--- src/rtl/batch_cycle_scheduler.sv ---
// batch_cycle_scheduler: sample-index counters, 4-phase bank rotation, batch pulse,
// 3-stage index/cycle delay line and primed flag, all advancing on the downsample strobe.
module batch_cycle_scheduler #(
    parameter int depth = 32,
    parameter int DSR   = 1,
    localparam int DSD  = (depth + DSR - 1) / DSR,
    localparam int CW   = $clog2(DSD)
) (
    input  logic                 clk,
    input  logic                 rst,
    input  logic                 en,
    output logic [CW-1:0]        dBatCount,
    output logic [CW-1:0]        dBatCountRev,
    output logic [1:0]           cycle,
    output logic [1:0]           cycleLH,
    output logic [1:0]           cycleIdle,
    output logic [1:0]           cycleCalc,
    output logic                 cyclePulse,
    output logic [2:0][CW-1:0]   delayBatCount,
    output logic [2:0][CW-1:0]   delayBatCountRev,
    output logic [2:0][1:0]      delayCycle,
    output logic                 primed
);
    localparam logic [CW-1:0] LAST = CW'(DSD - 1);
    logic       wrap;
    logic [1:0] tally;
    assign wrap = dBatCount == LAST;
    always_ff @(posedge clk) begin
        if (rst) begin
            dBatCount        <= '0;
            dBatCountRev     <= LAST;
            cycle            <= 2'd0;
            cycleLH          <= 2'd3;
            cycleIdle        <= 2'd2;
            cycleCalc        <= 2'd1;
            cyclePulse       <= 1'b0;
            delayBatCount    <= '0;
            delayBatCountRev <= {3{LAST}};
            delayCycle       <= '0;
            tally            <= 2'd0;
            primed           <= 1'b0;
        end else if (en) begin
            delayBatCount    <= {delayBatCount[1:0], dBatCount};
            delayBatCountRev <= {delayBatCountRev[1:0], dBatCountRev};
            delayCycle       <= {delayCycle[1:0], cycle};
            cyclePulse       <= wrap;
            dBatCount        <= wrap ? '0 : dBatCount + 1'b1;
            dBatCountRev     <= wrap ? LAST : dBatCountRev - 1'b1;
            if (wrap) begin
                // roles are the new cycle minus 1, 2, 3 (mod 4)
                cycle     <= cycle + 2'd1;
                cycleLH   <= cycle;
                cycleIdle <= cycle - 2'd1;
                cycleCalc <= cycle - 2'd2;
                tally     <= (tally == 2'd3) ? tally : tally + 2'd1;
                primed    <= primed | (tally == 2'd2);
            end
        end
    end
endmodule

--- config.mk ---
export PLATFORM = sky130hd
export DESIGN_NAME = batch_cycle_scheduler
export DESIGN_NICKNAME = d
export VERILOG_FILES = /design/src/rtl/batch_cycle_scheduler.sv
export SDC_FILE = /design/constraint.sdc
export NUM_CORES = 1
export LEC_CHECK = 0
export ABC_AREA = 1
export CORE_UTILIZATION = 52
export CTS_BUF_LIST = sky130_fd_sc_hd__clkbuf_8 sky130_fd_sc_hd__clkbuf_16
export DETAILED_ROUTE_END_ITERATION = 7
export HOLD_SLACK_MARGIN = 0.03
export PLACE_DENSITY = 0.84
export SLEW_MARGIN = 20
export SYNTH_ARGS = -nofsm -noshare
export SYNTH_HDL_FRONTEND = slang
export SYNTH_SLANG_ARGS = --single-unit
export TNS_END_PERCENT = 50
--- constraint.sdc ---
create_clock -name clk -period 4 [get_ports clk]
set_input_delay 0.8 -clock clk [delete_from_list [all_inputs] [get_ports clk]]
set_output_delay 0.8 -clock clk [all_outputs]
set_load 0.01 [all_outputs]
==> impl_results.md <==
- Pwr dens: 380 mW/mm^2
- Root buffer cell: clkbuf_8
- First-pass GRT wire length: 7.18 mm
- Hold-fix buffer count after cts: 0
- Max-cap violations: 0
- Global Route Usage Sum: 20.6%
- Status: finished clean
- Req. time, crit path: 3.20 ns
- Fin crit share: 54.5%
- Longest Clk Path Bufs: 2
- Drt pass-1 iters: 4
- Routed vias/inst: 5.01
- Post-Synth Adder-Cell Area: 3.24%
- CP startpoint: cycle[0]
- Skew final: 0.00889 ns
- Multiplexer share of the synthesized area: 0%
- Prevailing post-synth register cell: dfxtp_1
- Crit. End Element: output port
- Reg2reg end: tally[1]
- Routed WL: 4.43 mm
- Sequential share of power: 54.8%
- Initial DRC Count: 167
- Peak VDD IR: 211 uV
- Post-Syn Area per Cell: 8.67 um^2
- Post-Syn Instances: 267
- WHS Endpoint: delayBatCountRev[14]
- Core box area: 0.00414 mm^2
- Top cells by area, synth: dfxtp_1, nand2_1, nor2_1, nand3_1, buf_6
- Clock-pin slew of the registers on the worst-case setup and hold paths: 0.09 ns
- Total CTS buffers: 5
- Share of layout cells above drive strength 1: 11.0%
- Routed wire per std cell: 12.1 um
- Area Overhead vs Synth: 25.1%
- Leakage: 0.00125 uW
- Routability Congestion: 0.804
- H-tree levels: 2
- Yosys top cell by area: dfxtp_1
- Grt total ovfl: 0
- Worst path slowest cell: clkdlybuf4s50_1
- Combinational share of power: 12.2%
- Die width: 68.7 um
- Fin crit period: 2.18 ns
- Final hold viol count: 0
- Setup CP Type: flop to output port
- Most common cell in the netlist: nand2_1
- DPL Wire Length: 2.91 mm
- Vias in the first global route: 1610
- Post-route cell area: 0.00290 mm^2
- TritonCTS Sinks: 56
- Detailed-route via count: 1839
- Clk pwr share: 33.0%
- Std cell rows: 23
- Detail Route Antenna Nets: 0
- Crit path cell chain: clkdlybuf4s50_1
- Initial core utilization: 55.9%
- Main combinational cell family by area after synthesis: simple AND/OR/NAND/NOR gates
- Synthesized Nets: 276
- Synth Area in XOR/XNOR: 0.378%
- Top cells by count, synth: nand2_1, dfxtp_1, nor2_1, nand3_1, o21ai_0
- Area of the mapped netlist: 0.00232 mm^2
- R2R cell count: 9
- CP Launch Type: flop
- Sequential area share after synthesis: 48.4%
- # IOs: 59
- Largest net degree at the start of global routing: 47
- Number of synthesized flops with an enable pin: 0
- Hold path start: delayBatCountRev[14]
- CTS tree: done
- Unrepaired setup endpoints after global routing: no
- WHS Path Cells: 2
- Clk_lat worst skew: 0.31 ns
- Simple-gate share of the synthesized area: 24.9%
- Post-CTS Setup Bufs: 0
- Buf+Inv Stages, Crit Path: 1
- Switch Pwr: 268 uW
- Final Slew Violations: 0
- Diode count: 0
- Compound-Gate Fraction of Synth Area: 12.2%
- Reg2reg setup slack: 2.32 ns
- Unique masters post-synth: 28
- Sw Share: 24.3%
- Top-area cell type share of the netlist area: 48.4%
- Hold/Removal Path Class: flop to flop
- PostCTS Resize Cnt: 0
- Yosys reg bits: 56
- Crit-path max cell delay: 0.60 ns
- Setup violations, final: 0
- Placed cell area: 0.00279 mm^2
- DIE AREA: 0.00472 mm^2
- Peak Freq: 459 MHz
- Port Buffers: 58
- Worst slew pin tran: 0.950 ns
- Slew headroom: 36.6%
- Delay-heaviest family, CP: buffers and inverters
- Internal power: 833 uW
- Initial antenna violation count: 0
- Final setup TNS: 0 ns
- Origin of the critical flop-to-flop path: dBatCount[0]
- Synth Warn #: 0
- Critical path data arrival time: 1.38 ns
- DIE HEIGHT: 68.7 um
- Post-synth ARST share: 0%
- Layout Nets: 325
- CP max FO: 6
- # DRC: 0
==> placed cells by master, fill, tap and decap left out, types with 2 or more instances in the layout <==
cell type	synthesis	routed
nor2_1	47	47
inv_1	14	14
a21oi_1	5	5
nand2_4	4	4
ha_1	6	6
clkdlybuf4s50_1	0	57
dfxtp_1	56	56
nand3_2	2	2
clkbuf_8	0	5
a21oi_2	5	5
nand3_1	17	17
o21ai_0	15	15
o21ai_1	5	5
o21ai_2	3	3
o211ai_2	4	4
nand2_1	57	57
nor2_4	2	2
inv_8	2	2
==> power by group through the flow <==
stage	clock (uW)	combinational, uW	sequential (uW)
6_report	363	134	603
5_1_grt	398	150	607
4_1_cts	372	136	603
3_5_place_dp	0	134	616
3_3_place_gp	0	131	615
2_1_floorplan	0	75.9	624
==> area by class of cell <==
class | instances | area, um^2
multi-input cells | 178 | 942
fillers | 359 | 1250
well taps | 50 | 62.6
repair buffers | 58 | 576
clock inverters | 3 | 42.5
inverters | 17 | 83.8
clock buffers | 5 | 68.8
flip-flops and latches | 56 | 1120
==> flip-flops by register name, indices dropped and copies added (netlist names) <==
register	count
cycle	2
cycleCalc	1
cycleIdle	1
cycleLH	2
cyclePulse	1
dBatCount	5
dBatCountRev	5
delayBatCount	15
delayBatCountRev	15
delayCycle	6
primed	1
tally	2
==> stage by stage <==
step           setup slack, ns  power, uW  util, %  instances  hold slack, ns
5_1_grt                   1.76       1150     69.9        367           0.485
3_3_place_gp              1.65        747     67.2        359           0.442
4_1_cts                   1.81       1110     69.9        367           0.464
2_1_floorplan             2.51        700        -        267           0.469
6_report                  1.82       1100     69.9        367           0.468
3_5_place_dp              1.62        750     67.2        359           0.439
==> cell families (layout without fill, tap and decap cells) <==
kind of cell	after synthesis	count (layout)
buffers and inverters	33	83
AOI/OAI and AO/OA	40	40
and+or+nand+nor	131	131
xor gates and xnor gates	1	1
adders and majority gates	6	6
DFF	56	56
==> per-layer routing <==
layer  part of all wire, %  routed length [um]  global-route usage, %  vias up
li1                      -                   -                      -      949
met1                    47                2080                   27.4      827
met2                    46                2030                   32.4       57
met3                   6.0                 264                   4.93        6
met4                   1.3                  56                   7.65        0
met5                     0                   0                      0        -
==> worst max-delay path by stage <==
| stage | endpoint | slack [ns] | cells past startpoint |
|---|---|---|---|
| floorplan | tally[0] | 2.51 | 9 |
| global placement | cycle[0] | 1.65 | 6 |
| detailed placement | cycle[0] | 1.62 | 6 |
| CTS | cycleIdle[0] | 1.81 | 1 |
| global route | cycleIdle[0] | 1.76 | 1 |
| finish | cycleIdle[0] | 1.82 | 1 |
Power figures use the tool's default switching activity.
